$ cat src/rtl/pc_sequencer.sv
// pc_sequencer: non-speculative instruction-fetch and next-PC sequencer
// (one instruction in flight: FETCH -> ISSUE -> RESOLVE).
`default_nettype none

module pc_sequencer #(
  parameter logic [31:0] RESET_PC = 32'h0000_0000,
  parameter int          OFFSET_W = 16
) (
  input  logic                Clk_in,
  input  logic                Rst_n_in,
  output logic                Imem_req_out,
  output logic [31:0]         Imem_addr_out,
  input  logic                Imem_ack_in,
  input  logic [31:0]         Imem_data_in,
  output logic [31:0]         Instr_out,
  output logic                Instr_valid_out,
  input  logic                Instr_ready_in,
  output logic [31:0]         Pc_out,
  input  logic                Resolve_valid_in,
  input  logic                Branch_in,
  input  logic                Jump_in,
  input  logic [OFFSET_W-1:0] Branch_offset_in,
  input  logic [31:0]         Jump_target_in,
  input  logic                Halt_in,
  output logic                Halted_out,
  output logic                Fault_out,
  output logic [31:0]         Retire_count_out
);

  localparam logic [2:0] S_BOOT    = 3'd0;
  localparam logic [2:0] S_FETCH   = 3'd1;
  localparam logic [2:0] S_ISSUE   = 3'd2;
  localparam logic [2:0] S_RESOLVE = 3'd3;
  localparam logic [2:0] S_HALT    = 3'd4;
  localparam logic [2:0] S_FAULT   = 3'd5;

  logic [2:0]  state_q,  state_d;
  logic [31:0] pc_q,     pc_d;
  logic [31:0] instr_q,  instr_d;
  logic [31:0] retire_q, retire_d;
  logic [31:0] offset_sext;
  logic [31:0] next_pc;

  assign offset_sext = 32'($signed(Branch_offset_in));

  // Jump wins over branch; all arithmetic wraps modulo 2^32.
  always_comb begin
    next_pc = pc_q + 32'd4;
    if (Jump_in) begin
      next_pc = Jump_target_in;
    end else if (Branch_in) begin
      next_pc = pc_q + 32'd4 + (offset_sext << 2);
    end
  end

  always_comb begin
    state_d  = state_q;
    pc_d     = pc_q;
    instr_d  = instr_q;
    retire_d = retire_q;
    case (state_q)
      S_BOOT: state_d = S_FETCH;
      S_FETCH: begin
        if (Imem_ack_in) begin
          instr_d = Imem_data_in;
          state_d = S_ISSUE;
        end
      end
      S_ISSUE: begin
        if (Instr_ready_in) state_d = S_RESOLVE;
      end
      S_RESOLVE: begin
        if (Resolve_valid_in) begin
          retire_d = retire_q + 32'd1;
          if (next_pc[1:0] != 2'b00) begin
            state_d = S_FAULT;
          end else begin
            pc_d    = next_pc;
            state_d = Halt_in ? S_HALT : S_FETCH;
          end
        end
      end
      S_HALT: begin
        if (!Halt_in) state_d = S_FETCH;
      end
      S_FAULT: state_d = S_FAULT;
      default: state_d = S_BOOT;
    endcase
  end

  always_ff @(posedge Clk_in or negedge Rst_n_in) begin
    if (!Rst_n_in) begin
      state_q  <= S_BOOT;
      pc_q     <= RESET_PC;
      instr_q  <= 32'd0;
      retire_q <= 32'd0;
    end else begin
      state_q  <= state_d;
      pc_q     <= pc_d;
      instr_q  <= instr_d;
      retire_q <= retire_d;
    end
  end

  // Handshake and status outputs decode the state register only.
  assign Imem_req_out     = (state_q == S_FETCH);
  assign Imem_addr_out    = pc_q;
  assign Instr_out        = instr_q;
  assign Instr_valid_out  = (state_q == S_ISSUE);
  assign Pc_out           = pc_q;
  assign Halted_out       = (state_q == S_HALT);
  assign Fault_out        = (state_q == S_FAULT);
  assign Retire_count_out = retire_q;

endmodule

`default_nettype wire

$ cat config.mk
export PLATFORM = sky130hd
export DESIGN_NAME = pc_sequencer
export DESIGN_NICKNAME = d
export VERILOG_FILES = /design/src/rtl/pc_sequencer.sv
export SDC_FILE = /design/constraint.sdc
export NUM_CORES = 1
export LEC_CHECK = 0
export CAP_MARGIN = 20
export CORE_MARGIN = 10
export CORE_UTILIZATION = 40
export CTS_CLUSTER_SIZE = 30
export DETAILED_ROUTE_END_ITERATION = 10
export GPL_TIMING_DRIVEN = 0
export PLACE_DENSITY = 0.71
export SETUP_SLACK_MARGIN = 0.3
export SLEW_MARGIN = 30
export SYNTH_ARGS = -nofsm -noshare
export SYNTH_HDL_FRONTEND = slang
export SYNTH_SLANG_ARGS = --single-unit
$ cat constraint.sdc
create_clock -name Clk_in -period 10.3 [get_ports Clk_in]
set_input_delay 2.575 -clock Clk_in [delete_from_list [all_inputs] [get_ports Clk_in]]
set_output_delay 2.575 -clock Clk_in [all_outputs]
set_load 0.01 [all_outputs]
==> Yosys cells after proc, flatten, opt, wreduce, memory -nomap -nowiden <==
Index checks and enable logic that the tools add are counted.
W data, S select, Z words.
{ "word_totals": {"output_inout_bits": 132, "reg_bits": 99, "elab_cells": 32, "inputBits": 88} }
{ "op_classes": {"muxes": 9, "add_sub_neg": 3, "reduce_logical": 6, "n_bitwise": 1, "n_eq_ne": 9} }
{ "op_table": {"columns": ["operator", "n"], "rows": [
  ["$mux W32", 2],
  ["$add A32 B1 Y32 const B", 1],
  ["$add A32 B3 Y32 const B", 1],
  ["$add A32 B32 Y32", 1],
  ["$mux W3", 6],
  ["$pmux W3 S6", 1],
  ["$eq A3 B2 Y1 const B", 2],
  ["$eq A3 B3 Y1 const B", 2],
  ["$ne A2 B1 Y1 const B", 2],
  ["$ne A2 B2 Y1 const B", 2],
  ["$reduce_and A2 Y1", 2],
  ["$reduce_and A4 Y1", 1],
  ["$eq A3 B1 Y1 const B", 1],
  ["$logic_not A3 Y1", 1],
  ["$reduce_and A3 Y1", 1],
  ["$reduce_bool A2 Y1", 1],
  ["$not A1 Y1", 1]
]} }

==> Logic depth before layout (Yosys ltp) <==
{ "depth": {"word_depth": 8, "ltp_mapped": 17, "depth_no_buf": 16} }

==> Worst setup path after synthesis <==
No wires, ideal clock.
{ "synth_path": {"path_type": "input-to-reg", "start": "input Branch_offset_in[15]", "end": "register pc_q[31], in the netlist Imem_addr_out[31]", "cell_stages": 11, "t_required_ps": 10172, "t_arrival_ps": 4817, "setup_ps": 128, "path_buffers": 1, "path_slack_ps": 5355, "path_cell_list": "ha_1 > buf_6 > a21oi_2 > nor2b_1 > or4b_4 > a41oi_2 > or4b_1 > nand4_1 > xnor2_1 > mux2i_1 > nand3_1"} }
{ "synth_via": {"elab_chain_len": 3} }
{ "synth_lines": {"columns": ["item", "line", "rtl"], "rows": [
  ["from (decl)", "22", "input logic [OFFSET_W-1:0] Branch_offset_in,"],
  ["$add A32 B32 Y32", "52", "next_pc = pc_q + 32'd4 + (offset_sext << 2);"],
  ["$mux W32", "51", "end else if (Branch_in) begin"],
  ["$mux W32", "49", "if (Jump_in) begin"],
  ["to (signal assigned)", "99", "pc_q <= pc_d;"],
  ["to (decl)", "38", "logic [31:0] pc_q, pc_d;"]
]} }
Every way passes these cells.
A chain may end at the register's enable or synchronous reset.

==> Worst setup path in the final report <==
{ "layout_path": {"start": "input Branch_offset_in[1]", "end": "register pc_q[31], in the netlist Imem_addr_out[31]"} }
The elaborated chain is that of the path after synthesis.

==> summary.md <==
| Metric | Value |
|---|---|
| Status | `finished clean` |
| Die Wd | `roughly 150 microns` |
| Final Hold Vio Count | `0` |
| Count of port buffers added during placement | `between 200 and 250` |
| Sequential power share | `0.262` |
| Initial cell density of the core | `0.405` |
| Via count of the first global-routing pass | `about 6,700` |
| Die Footprint | `23,100 sq um` |
| Total setup violations reported at the end of the flow | `0` |
| Worst setup path startpoint | `Branch_offset_in[1]` |
| Number of sinks handled by clock tree synthesis | `between 90 and 100` |
| Post-synth cell types | `64` |
| Number of instances in the synthesized netlist | `764` |
| I/O pin cnt | `220` |
| Worst EP required | `10.53 ns` |
| Tightest Pin Transition | `0.745 ns` |
| Share of synthesized registers carrying an async set or reset | `1.00` |
| Worst-path maximum fanout | `5` |
| Combinational fraction of design power | `0.598` |
| Global-route wire length before repair | `~38,000 microns` |
| Sum of internal, switching and leakage power | `between 2 and 3 mW` |
| # DRC | `0` |
| Area share of the largest cell type after synthesis | `0.356` |
| Fmax | `0.188 GHz` |
| Area of the placeable core | `17,200 sq um` |
| Root Driver | `sky130_fd_sc_hd__clkbuf_16` |
| Mean number of vias per cell | `approximately 5.4` |
| Reg-to-reg setup timing slack | `between 5 and 6 ns` |
| Internal | `between 1.5 and 2 mW` |
| Slowest stage cell, crit path | `sky130_fd_sc_hd__or4b_1` |
| Total CTS buffers | `9` |
| Sequential share of the synthesized area | `0.356` |
| Largest buffer count on any clock path | `2` |
| Ant diodes | `0` |
| Global placer's final weighted congestion | `approximately 0.93` |
| Number of enable flip-flop cells after synthesis | `0` |
| Power Density | `between 200 and 300 nW/um^2` |
| Post-synth top flop | `sky130_fd_sc_hd__dfrtp_1` |
| Syn. warnings | `0` |
| TritonCTS clock tree | `built` |
| MaxCap Viol Count | `0` |
| Clock edge transition at the registers on the reported setup and hold paths | `approximately 0.080 ns` |
| Area contributors post-synth | `sky130_fd_sc_hd__dfrtp_1, sky130_fd_sc_hd__ha_1, sky130_fd_sc_hd__xnor2_1` |
| Per-cell routed wire length | `slightly below 20 microns` |
| Fillcell total | `~1,600` |
| Cell Area, Synth | `about 7000 sq um` |
| Depth of the CTS H-tree | `3` |
| Remaining global-route overflow | `0` |
| Leakage power summed over all cells | `between 4 and 5 nW` |
| Post-synthesis cell type with the largest combined area | `sky130_fd_sc_hd__dfrtp_1` |
| Total negative slack | `0 ns` |
| Switching share of total power | `0.405` |
| Kind of capture point of the worst setup path | `flop` |
| P&R area growth vs syn | `40.2%` |
| Number of nets with antenna violations after routing | `0` |
| Clock skew after layout | `0.0141 ns` |
| Share of the clock period used by the worst path | `0.516` |
| Share of post-route cells with drive strength above 1 | `0.106` |
| Crit Path Category | `in2reg` |
| Worst-skew pair later-pin latency | `0.35 ns` |
| DIE HEIGHT | `152 microns` |
| Number of DRC markers after the initial detailed-route iteration | `approximately 370` |
| Routed wire length | `around 24,000 microns` |
| Max stage delay on crit path | `0.47 ns` |
| Hpwl dp | `18,500 microns` |
| Net count after synthesis | `roughly 890` |
| Pin count of the biggest net entering global routing | `54` |
| Total of cells resized after clock tree synthesis | `0` |
| Net Sw Power | `around 1.0 mW` |
| Number of instances on the worst hold path | `1` |
| Unrepaired setup endpoints after global routing | `no` |
| Number of core rows | `between 40 and 50` |
| Min cycle time layout | `5.32 ns` |
| Relative slew slack | `0.503` |
| Startpoint class of the critical path | `input port` |
| Detailed-routing iteration count for the pre-antenna-repair pass | `5` |
| WP data arrival | `5.55 ns` |
| Maximum vdd ir drop | `about 0.13 mV` |
| Clock share of power | `0.140` |
| Cell depth of the worst flop-to-flop path | `15` |
| Post-CTS Setup Inserts | `0` |
| Ordered list of cells on the worst path | `clkdlybuf4s50_1 -> ha_1 -> a211oi_1 -> o21bai_1 -> a221o_4 -> nor3b_1 -> or4b_1 -> nand4_1 -> xnor2_1 -> mux2i_1 -> nand3_1` |
| Post-CTS Hold Buffers | `0` |
| Post-synthesis register bit count | `slightly below 100` |
| Final number of max-transition violations | `0` |
| Area of the multi-input gates | `~4000 sq um` |
| Launch point of the worst reg-to-reg path | `Imem_addr_out[10]` |
| Class of the tightest hold or removal check | `reg2reg` |
| Count of nets after finishing | `1,121` |
| Syn_area_per_cell | `~9.1 sq um` |
| Critical hold path startpoint | `Retire_count_out[31]` |
| Number of antenna violations at the first check in global routing | `0` |
| Vias | `6,595` |
| GRT Overall Usage | `0.199` |
| Storage cell area | `2480 sq um` |
-- worst paths after layout --
path / endpoint
worst max-delay path: Imem_addr_out[31]
worst min-delay path: Retire_count_out[31]
worst max register to register: Imem_addr_out[31]
worst min register to register: Retire_count_out[31]
max in group asynchronous: Instr_out[8]
min in group asynchronous: Retire_count_out[21]
-- worst max-delay path, delay by kind of cell --
family	cells	cell delay [ns]
compound gates	3	0.90
xor+xnor	1	0.19
mux	1	0.23
simple gates	4	0.85
buf+inv	1	0.46
fa+ha+maj	1	0.33
-- through the flow --
stage               instances  worst slack, ns  cell area [sq um]  hold slack [ns]  utilization
floorplan                 764             5.36               6960            0.504            -
global placement         1207             2.62               9420            0.461        0.549
global route             1224             4.82               9760            0.507        0.568
CTS                      1224             4.97               9760            0.480        0.568
detailed placement       1208             4.60               9450            0.457        0.550
finish                   1224             4.98               9760            0.475        0.568
-- cells in the mapped netlist (14+ instances only) --
| master | count |
|---|---|
| sky130_fd_sc_hd__nor2_1 | 60 |
| sky130_fd_sc_hd__dfrtp_1 | 99 |
| sky130_fd_sc_hd__nand4_1 | 24 |
| sky130_fd_sc_hd__clkbuf_1 | 18 |
| sky130_fd_sc_hd__nand3_1 | 37 |
| sky130_fd_sc_hd__a21oi_1 | 45 |
| sky130_fd_sc_hd__ha_1 | 38 |
| sky130_fd_sc_hd__o21ai_0 | 39 |
| sky130_fd_sc_hd__mux2_2 | 33 |
| sky130_fd_sc_hd__buf_4 | 33 |
| sky130_fd_sc_hd__a21o_1 | 14 |
| sky130_fd_sc_hd__xor2_1 | 28 |
| sky130_fd_sc_hd__nand2_1 | 85 |
| sky130_fd_sc_hd__xnor2_1 | 54 |
-- per-layer routing --
layer,track usage,wire length (microns)
met5,0,0
met4,0.0651,538
met3,0.0471,1540
met2,0.329,11400
met1,0.249,10400
-- cell type report --
cell class,instances,share of cell area
sequential,99,0.254
clock buffer,10,0.0235
clock inverter,6,0.00859
inverter,13,0.00500
multi-input combinational,593,0.412
buffer,59,0.0418
tap,225,0.0288
timing repair buffer,219,0.226
-- power by group through the flow --
stage / Clock, mW / Combinational (mW) / Sequential [mW]
after floorplan: 0 / 0.873 / 0.704
after global placement: 0 / 1.53 / 0.679
after detailed placement: 0 / 1.54 / 0.684
after CTS: 0.372 / 1.55 / 0.676
after global routing: 0.384 / 1.69 / 0.702
final: 0.363 / 1.55 / 0.678
-- logic make-up (layout without fill, tap and decap cells) --
group,after synthesis,count (layout),share of synthesized area
and+or+nand+nor,267,267,0.189
AOI/OAI and AO/OA,165,165,0.152
DFF,99,99,0.356
xor gates and xnor gates,82,82,0.103
buffers and inverters,72,307,0.0656
muxes,40,40,0.0635
adders and majority gates,39,39,0.0712
-- sequential cells by signal (all words and copies together), names as in the netlist --
name              cells
Instr_out            32
Imem_addr_out        32
state_q               3
Retire_count_out     32
-- cell usage in the layout (no fill, tap or decap), types with 37 or more instances in the layout --
| cell | count |
|---|---|
| sky130_fd_sc_hd__a21oi_1 | 45 |
| sky130_fd_sc_hd__dfrtp_1 | 99 |
| sky130_fd_sc_hd__ha_1 | 38 |
| sky130_fd_sc_hd__clkdlybuf4s50_1 | 216 |
| sky130_fd_sc_hd__nand2_1 | 85 |
| sky130_fd_sc_hd__nand3_1 | 37 |
| sky130_fd_sc_hd__nor2_1 | 60 |
| sky130_fd_sc_hd__o21ai_0 | 39 |
| sky130_fd_sc_hd__xnor2_1 | 54 |
Power figures use the tool's default switching activity.
